<file path="src/rtl/seg_pkg.sv">
// seg_pkg: shared seven-segment encodings (active-low {dp, g..a}) and blank code
package seg_pkg;
    localparam logic [7:0] SEG_BLANK = 8'hFF;
    localparam logic [15:0][6:0] SEG_HEX = {
        7'h0E, 7'h06, 7'h21, 7'h46, 7'h03, 7'h08, 7'h10, 7'h00,
        7'h78, 7'h02, 7'h12, 7'h19, 7'h30, 7'h24, 7'h79, 7'h40
    };
endpackage

</file>
<file path="src/rtl/seg_hex_decode.sv">
// seg_hex_decode: hex nibble to active-low segments g..a
module seg_hex_decode
    import seg_pkg::*;
(
    input  logic [3:0] hex,
    output logic [6:0] seg_n
);
    assign seg_n = SEG_HEX[hex];
endmodule

</file>
<file path="src/rtl/seg_scan_ctrl.sv">
// seg_scan_ctrl: multiplexed seven-segment scanner with frame-atomic load, leading-zero blanking and blink
module seg_scan_ctrl
    import seg_pkg::*;
#(
    parameter int NUM_DIGITS   = 4,
    parameter int REFRESH_DIV  = 50000,
    parameter int BLINK_FRAMES = 64
) (
    input  logic                      clk,
    input  logic                      rst,
    input  logic [4*NUM_DIGITS-1:0]   digits_in,
    input  logic [NUM_DIGITS-1:0]     dp_in,
    input  logic [NUM_DIGITS-1:0]     blink_in,
    input  logic                      load,
    input  logic                      lz_blank,
    output logic [NUM_DIGITS-1:0]     an,
    output logic [7:0]                seg,
    output logic                      frame_done
);
    localparam int CW = $clog2(REFRESH_DIV);
    localparam int IW = (NUM_DIGITS > 1) ? $clog2(NUM_DIGITS) : 1;
    localparam int BW = (BLINK_FRAMES > 1) ? $clog2(BLINK_FRAMES) : 1;
    typedef struct packed {
        logic [4*NUM_DIGITS-1:0] dig;
        logic [NUM_DIGITS-1:0]   dp;
        logic [NUM_DIGITS-1:0]   blink;
    } buf_t;
    logic [CW-1:0]         cnt_q, cnt_d;
    logic [IW-1:0]         idx_q, idx_d;
    logic [BW-1:0]         fc_q, fc_d;
    logic                  ph_q, ph_d;
    buf_t                  pend_q, pend_d, act_q, act_d;
    logic [NUM_DIGITS-1:0] an_q, an_d;
    logic [7:0]            seg_q, seg_d;
    logic                  fd_q, fd_d;
    logic                  tick, wrap, lz_hit, blink_hit;
    logic [3:0]            nib;
    logic [6:0]            hex_seg;
    // A load on the wrap edge reaches active through pend_d, so the new frame starts clean.
    always_comb begin
        tick   = cnt_q == CW'(REFRESH_DIV - 1);
        wrap   = tick && idx_q == '0;
        cnt_d  = tick ? '0 : cnt_q + 1'b1;
        idx_d  = !tick ? idx_q : wrap ? IW'(NUM_DIGITS - 1) : idx_q - 1'b1;
        pend_d = load ? {digits_in, dp_in, blink_in} : pend_q;
        act_d  = wrap ? pend_d : act_q;
        fc_d   = !wrap ? fc_q : (fc_q == BW'(BLINK_FRAMES - 1)) ? '0 : fc_q + 1'b1;
        ph_d   = ph_q ^ (wrap && fc_q == BW'(BLINK_FRAMES - 1));
        nib    = act_d.dig[4*idx_d +: 4];
    end
    seg_hex_decode u_dec (.hex(nib), .seg_n(hex_seg));
    always_comb begin
        lz_hit    = lz_blank && idx_d != '0 && (act_d.dig >> (4*idx_d)) == '0;
        blink_hit = ph_d && act_d.blink[idx_d];
        an_d      = tick ? ~(NUM_DIGITS'(1) << idx_d) : an_q;
        seg_d     = !tick ? seg_q : blink_hit ? SEG_BLANK : {~act_d.dp[idx_d], lz_hit ? 7'h7F : hex_seg};
        fd_d      = wrap;
    end
    always_ff @(posedge clk) begin
        if (rst) begin
            cnt_q  <= '0;
            idx_q  <= '0;
            fc_q   <= '0;
            ph_q   <= 1'b0;
            pend_q <= '0;
            act_q  <= '0;
            an_q   <= '1;
            seg_q  <= SEG_BLANK;
            fd_q   <= 1'b0;
        end else begin
            cnt_q  <= cnt_d;
            idx_q  <= idx_d;
            fc_q   <= fc_d;
            ph_q   <= ph_d;
            pend_q <= pend_d;
            act_q  <= act_d;
            an_q   <= an_d;
            seg_q  <= seg_d;
            fd_q   <= fd_d;
        end
    end
    assign an         = an_q;
    assign seg        = seg_q;
    assign frame_done = fd_q;
endmodule

</file>
<file path="config.mk">
export PLATFORM = sky130hd
export DESIGN_NAME = seg_scan_ctrl
export DESIGN_NICKNAME = d
export VERILOG_FILES = /design/src/rtl/seg_pkg.sv /design/src/rtl/seg_hex_decode.sv /design/src/rtl/seg_scan_ctrl.sv
export SDC_FILE = /design/constraint.sdc
export NUM_CORES = 1
export LEC_CHECK = 0
export BUFFER_PORTS_ARGS = -buffer_cell sky130_fd_sc_hd__buf_2
export CAP_MARGIN = 10
export CELL_PAD_IN_SITES_DETAIL_PLACEMENT = 0
export CELL_PAD_IN_SITES_GLOBAL_PLACEMENT = 1
export CORE_ASPECT_RATIO = 1.5
export CORE_MARGIN = 4
export CORE_UTILIZATION = 45
export CTS_CLUSTER_SIZE = 12
export DETAILED_ROUTE_END_ITERATION = 10
export PLACE_DENSITY_LB_ADDON = 0.12
export RECOVER_POWER = 50
export SLEW_MARGIN = 10
export SYNTH_ARGS = -nofsm -noshare
export SYNTH_HDL_FRONTEND = slang
export SYNTH_SLANG_ARGS = --single-unit
</file>
<file path="constraint.sdc">
create_clock -name clk -period 4.1 [get_ports clk]
set_input_delay 1.23 -clock clk [delete_from_list [all_inputs] [get_ports clk]]
set_output_delay 1.23 -clock clk [all_outputs]
set_load 0.01 [all_outputs]
</file>
* After elaboration in Yosys (flattened, before gate mapping) *
Memories as Yosys holds them, arrays and structs flattened.
Index checks and enable logic that the tools add are counted.

operators by class
  $add $sub $neg = 3
  multipliers = 0
  divide/modulo/power cells = 0
  order comparisons = 2
  equal/unequal tests = 2
  shift-type cells = 3
  mux-type cells = 12
  bitwise logic cells = 3
  reduce and logical (&&, ||, !) cells = 9

operator list
  kind                                                                           number
  24-bit 2-to-1 mux                                                              2
  16-bit by 1-bit adder with 16-bit output (second input constant)               1
  16-bit equality test (second input constant)                                   1
  16-bit logical NOT                                                             1
  16-bit by 5-bit variable part select with 4-bit output                         1
  16-bit by 4-bit right shift with 16-bit output                                 1
  7-bit 2-to-1 mux                                                               2
  8-bit 2-to-1 mux                                                               1
  6-bit by 1-bit adder with 6-bit output (second input constant)                 1
  6-bit equality test (second input constant)                                    1
  6-bit 2-to-1 mux                                                               1
  1-bit logical AND                                                              5
  4-bit by 5-bit less-than comparator with 1-bit output (second input constant)  1
  1-bit binary-select mux with 2-bit select                                      2
  2-bit 2-to-1 mux                                                               2
  4-bit inverter                                                                 1
  1-bit by 2-bit left shift with 4-bit output (first input constant)             1
  2-bit by 3-bit less-than comparator with 1-bit output (second input constant)  1
  2-bit logical NOT                                                              1
  1-bit 2-to-1 mux                                                               2
  2-bit nonzero test                                                             1
  2-bit OR reduction                                                             1
  2-bit by 1-bit subtractor with 2-bit output (second input constant)            1
  1-bit inverter                                                                 1
  1-bit bitwise XOR                                                              1

word-level totals
  bits in registers = 86
  latch bits = 0
  memory bits (writable) = 0
  bits in read-only memories = 112
  bits of input ports = 28
  output and inout bits = 13
  memories = 1

memories
  name             words  width  read ports  clocked after memory_dff  wr ports  line                 RTL
  (no name shown)  16     7      1           0                         0         seg_hex_decode.sv:8  assign seg_n = SEG_HEX[hex];

* Depth between registers and ports, before layout *
  depth after elaboration = 9
  depth in mapped cells = 14
  depth with buffers taken out = 14

* Modules after synthesis *
Synthesis repeated with hierarchy kept, for this count alone.

second synthesis, totals
  cell total of the unflattened synthesis = 454
  area, all modules = 4075.2 um^2

modules (own cells, without submodules)
  module          instances  cells each  area an instance (um^2)
  seg_scan_ctrl   1          419         3803.6
  seg_hex_decode  1          35          271.5

* Least setup slack after synthesis *
No wires, ideal clock.

  kind = input-to-reg
  from = in load
  to = reg seg_q[3], in the netlist seg[3]
  library setup time = 133 ps
  arrival = 3710 ps
  slack = 257 ps
  cell stages on the path = 12
  cell sequence = clkbuf_1 > buf_1 > mux2i_1 > nor2_1 > a21oi_1 > mux2i_1 > mux2i_1 > inv_1 > ha_1 > mux2_2 > mux2i_1 > a21oi_1

between the ends
  word-level cells in the longest chain between the ends = 7

ends and longest elaborated chain
  what                                                                                                                      line                                      RTL
  from (decl)                                                                                                               seg_scan_ctrl.sv:14                       input logic load,
  24-bit 2-to-1 mux *                                                                                                       seg_scan_ctrl.sv:45                       pend_d = load ? {digits_in, dp_in, blink_in} : pend_q;
  24-bit 2-to-1 mux *                                                                                                       seg_scan_ctrl.sv:46                       act_d = wrap ? pend_d : act_q;
  16-bit by 5-bit variable part select with 4-bit output or 16-bit by 4-bit right shift with 16-bit output (tied branches)  seg_scan_ctrl.sv:49, seg_scan_ctrl.sv:53
  memory read 16 x 7 bit or 16-bit logical NOT (tied branches)                                                              n/a
  7-bit 2-to-1 mux (implied by the code) or 1-bit logical AND (tied branches)                                               seg_hex_decode.sv:8, seg_scan_ctrl.sv:53
  7-bit 2-to-1 mux                                                                                                          seg_scan_ctrl.sv:56                       seg_d = !tick ? seg_q : blink_hit ? SEG_BLANK : {~act_d.dp[idx_d], lz_hit ? 7'h7F : hex_seg};
  8-bit 2-to-1 mux *                                                                                                        seg_scan_ctrl.sv:56
  to (signal assigned)                                                                                                      seg_scan_ctrl.sv:78                       seg_q <= seg_d;
  to (decl)                                                                                                                 seg_scan_ctrl.sv:34                       logic [7:0] seg_q, seg_d;

Every way passes the cells marked *; elsewhere a longest branch is shown, timed or not. The select of a mux whose other input is x is not followed.
A chain may end at the register's enable or synchronous reset.

* Final worst setup path *
  from = in rst
  to = reg fd_q, in the netlist frame_done

RTL lines
  what                  line                 RTL
  from (decl)           seg_scan_ctrl.sv:10  input logic rst,
  to (signal assigned)  seg_scan_ctrl.sv:69  fd_q <= 1'b0;
  to (signal assigned)  seg_scan_ctrl.sv:79  fd_q <= fd_d;
  to (decl)             seg_scan_ctrl.sv:35  logic fd_q, fd_d;

No word-level cell between the ends.

==> metrics.txt <==
status=finished with violations; failing checks=max-capacitance violations, max-slew violations; Final Power=1830 uW; post-route cell area=4550 um2; core area=8460 um2; IO Port Bufs=40; Top Metal Used=met4; Min-Delay Path Class=reg -> reg; WL/cell=15.8 um; largest family of logic cells by synthesized area=simple AND/OR/NAND/NOR gates; syn nets=469; clock sink count=86; Synth Instances=433; initial core utilization=0.464; hold_ws=0.451 ns; Adder-Cell Fraction of Synth Area=0.0255; Fill cells=818; Worst EP arrival=3.64 ns; Most used DFF post-synth=dfxtp_1; number of diodes=0; Final period util=0.868; hold-fix buffers at CTS=0; number of H-tree levels=3; Final GP Congestion=0.864; cts bufs inserted=9; vias in the first global route=3,148; CTS tree=done; Setup Total Neg Slack=0 ns; Synth Warn #=0; crit path capture type=flip-flop; # IOs=41; sequential area share after synthesis=0.438; PD cells=401 nW/um2; ANT nets after route=0; nets@finish=509; grt ovf=0; RSZ-0062 raised after global routing=no; first-pass GRT wire length=15,400 um; Cell variety after synth=60; post-synthesis sequential element count=86; met3 WL=300 um; xor-xnor portion of the synthesized cell area=0.0379; Final Hold Viols=0; max frequency=281 MHz; r2r worst-path depth=10; Layout area overhead=16.0%; Leak=0.00177 uW; maxcap violations=1; post-synthesis mux area share=0.130; First-pass DRT Iterations=4; cts repair resizes=0; Met1 Wirelength=3910 um; Die ar.=10,300 um2; clk_skew=0.00787 ns; Synth Area in Simple Gates=0.215; worst-skew pair later-pin latency=0.33 ns; Setup violations, final=0; Peak supply drop=0.000226 V; hold path depth=1; standard-cell rows=41; largest net degree at the start of global routing=61; Post-DP Area=4240 um2; CP Launch Type=input pin; complex-gate fraction of the synthesized area=0.120; Longest Clk Path Bufs=2; DIE HEIGHT=122 um; CP Class=in -> reg; gr usage total=0.191; DR vias=3,199; final WL=9260 um; FFs w/ async S/R, synth=0; worst-path maximum fanout=60; max_slew headroom=-0.758; fin util=0.538; met2 wire length=4750 um; drt initial violations=186; cell area after synthesis=3930 um2; setup bufs post-CTS=0; share of layout cells above drive strength 1=0.142; Post-synth EDFFs=0; initial antenna violation count=0; root buffer cell=clkbuf_16; register clock-pin slew on the reported worst setup and hold paths=0.06 ns; Die Wd=84.3 um; Period minus WS final=3.56 ns; Post-DP HPWL=6840 um; syn_area_per_cell=9.07 um2; drt via density=5.47; Critical Path RT=4.18 ns; Residual DRC=0; count of pins over their slew limit=61; Least-Margin Pin Slew=2.64 ns
## Yosys cell counts (3+ instances only)
library cell / count / area, um2
nand4_1: 7 / 43.8
o211ai_1: 3 / 22.5
a211oi_1: 15 / 113
nor3_1: 7 / 35.0
nand3_1: 14 / 70.1
a21oi_1: 16 / 80.1
ha_1: 8 / 100
nor2_1: 99 / 372
xor2_1: 10 / 87.6
inv_1: 11 / 41.3
o21ai_0: 10 / 50.1
mux2_2: 5 / 56.3
xnor2_1: 7 / 61.3
o221ai_1: 3 / 26.3
clkbuf_1: 16 / 60.1
a22oi_1: 4 / 30.0
and3_1: 3 / 18.8
dfxtp_1: 86 / 1720
nand2b_1: 5 / 31.3
mux2i_1: 38 / 380
nand2_1: 18 / 67.6
## worst paths after layout
check | from | end | slack [ns]
worst max-delay path | rst | frame_done | 0.54
worst min-delay path | cnt_q[0] | cnt_q[0] | 0.45
worst max register to register | cnt_q[0] | seg[5] | 0.56
worst min register to register | cnt_q[0] | cnt_q[0] | 0.45
## power by group
part	leakage (uW)	switching, uW	internal (uW)
Clock	0.000162	324	567
Sequential	0.000699	6.66	852
Combinational	0.000912	44.7	31.6
## cell usage in the layout, fill, tap and decap left out, types with 3 or more instances in the layout
master     count
o221ai_1       3
clkbuf_1      15
clkbuf_16      9
xnor2_1        7
o211ai_1       3
mux2_2         5
o21ai_0       10
nand2b_1       5
and3_1         3
nand2_1       18
nand4_1        7
ha_1           8
nand3_1       14
buf_4          8
dfxtp_1       86
inv_1         11
nor3_1         7
buf_2         26
mux2i_1       38
nor2_1        99
a211oi_1      15
xor2_1        10
a21oi_1       16
a22oi_1        4
## per-stage QoR
stage	std cells	setup slack [ns]
finish	585	0.540
global route	585	0.292
CTS	585	0.561
detailed placement	569	0.486
global placement	569	0.560
floorplan	433	0.257
## routing by layer
| layer | track usage | up-vias |
|---|---|---|
| met2 | 0.339 | 70 |
| met1 | 0.218 | 1503 |
| li1 | - | 1606 |
| met5 | 0 | - |
| met3 | 0.0262 | 20 |
| met4 | 0.108 | 0 |
## critical path: stages
cell and delay (ns):
clkbuf_1 0.21, clkbuf_1 1.91, nor4_1 0.27
## state kept, by name, indices dropped and copies added, names as in the netlist
signal	flops
act_q	24
an	4
cnt_q	16
fc_q	6
frame_done	1
idx_q	2
pend_q	24
ph_q	1
seg	8
## logic make-up after synthesis
logic type               after synthesis
multiplexers                          47
flip-flops                            86
AND/OR/NAND/NOR                      176
AO/OA/AOI/OAI                         68
adder cells (fa/ha/maj)                8
buffers and inverters                 31
XOR/XNOR                              17
## cell type report
cell class	count	area, um2	area share
Multi-Input combinational cell	316	2080	0.456
Sequential cell	86	1720	0.378
Clock buffer	11	253	0.0555
Timing Repair Buffer	49	246	0.0541
Tap cell	107	134	0.0294
Clock inverter	5	81.3	0.0179
Inverter	11	41.3	0.00907
(Power assumes the default switching activity.)
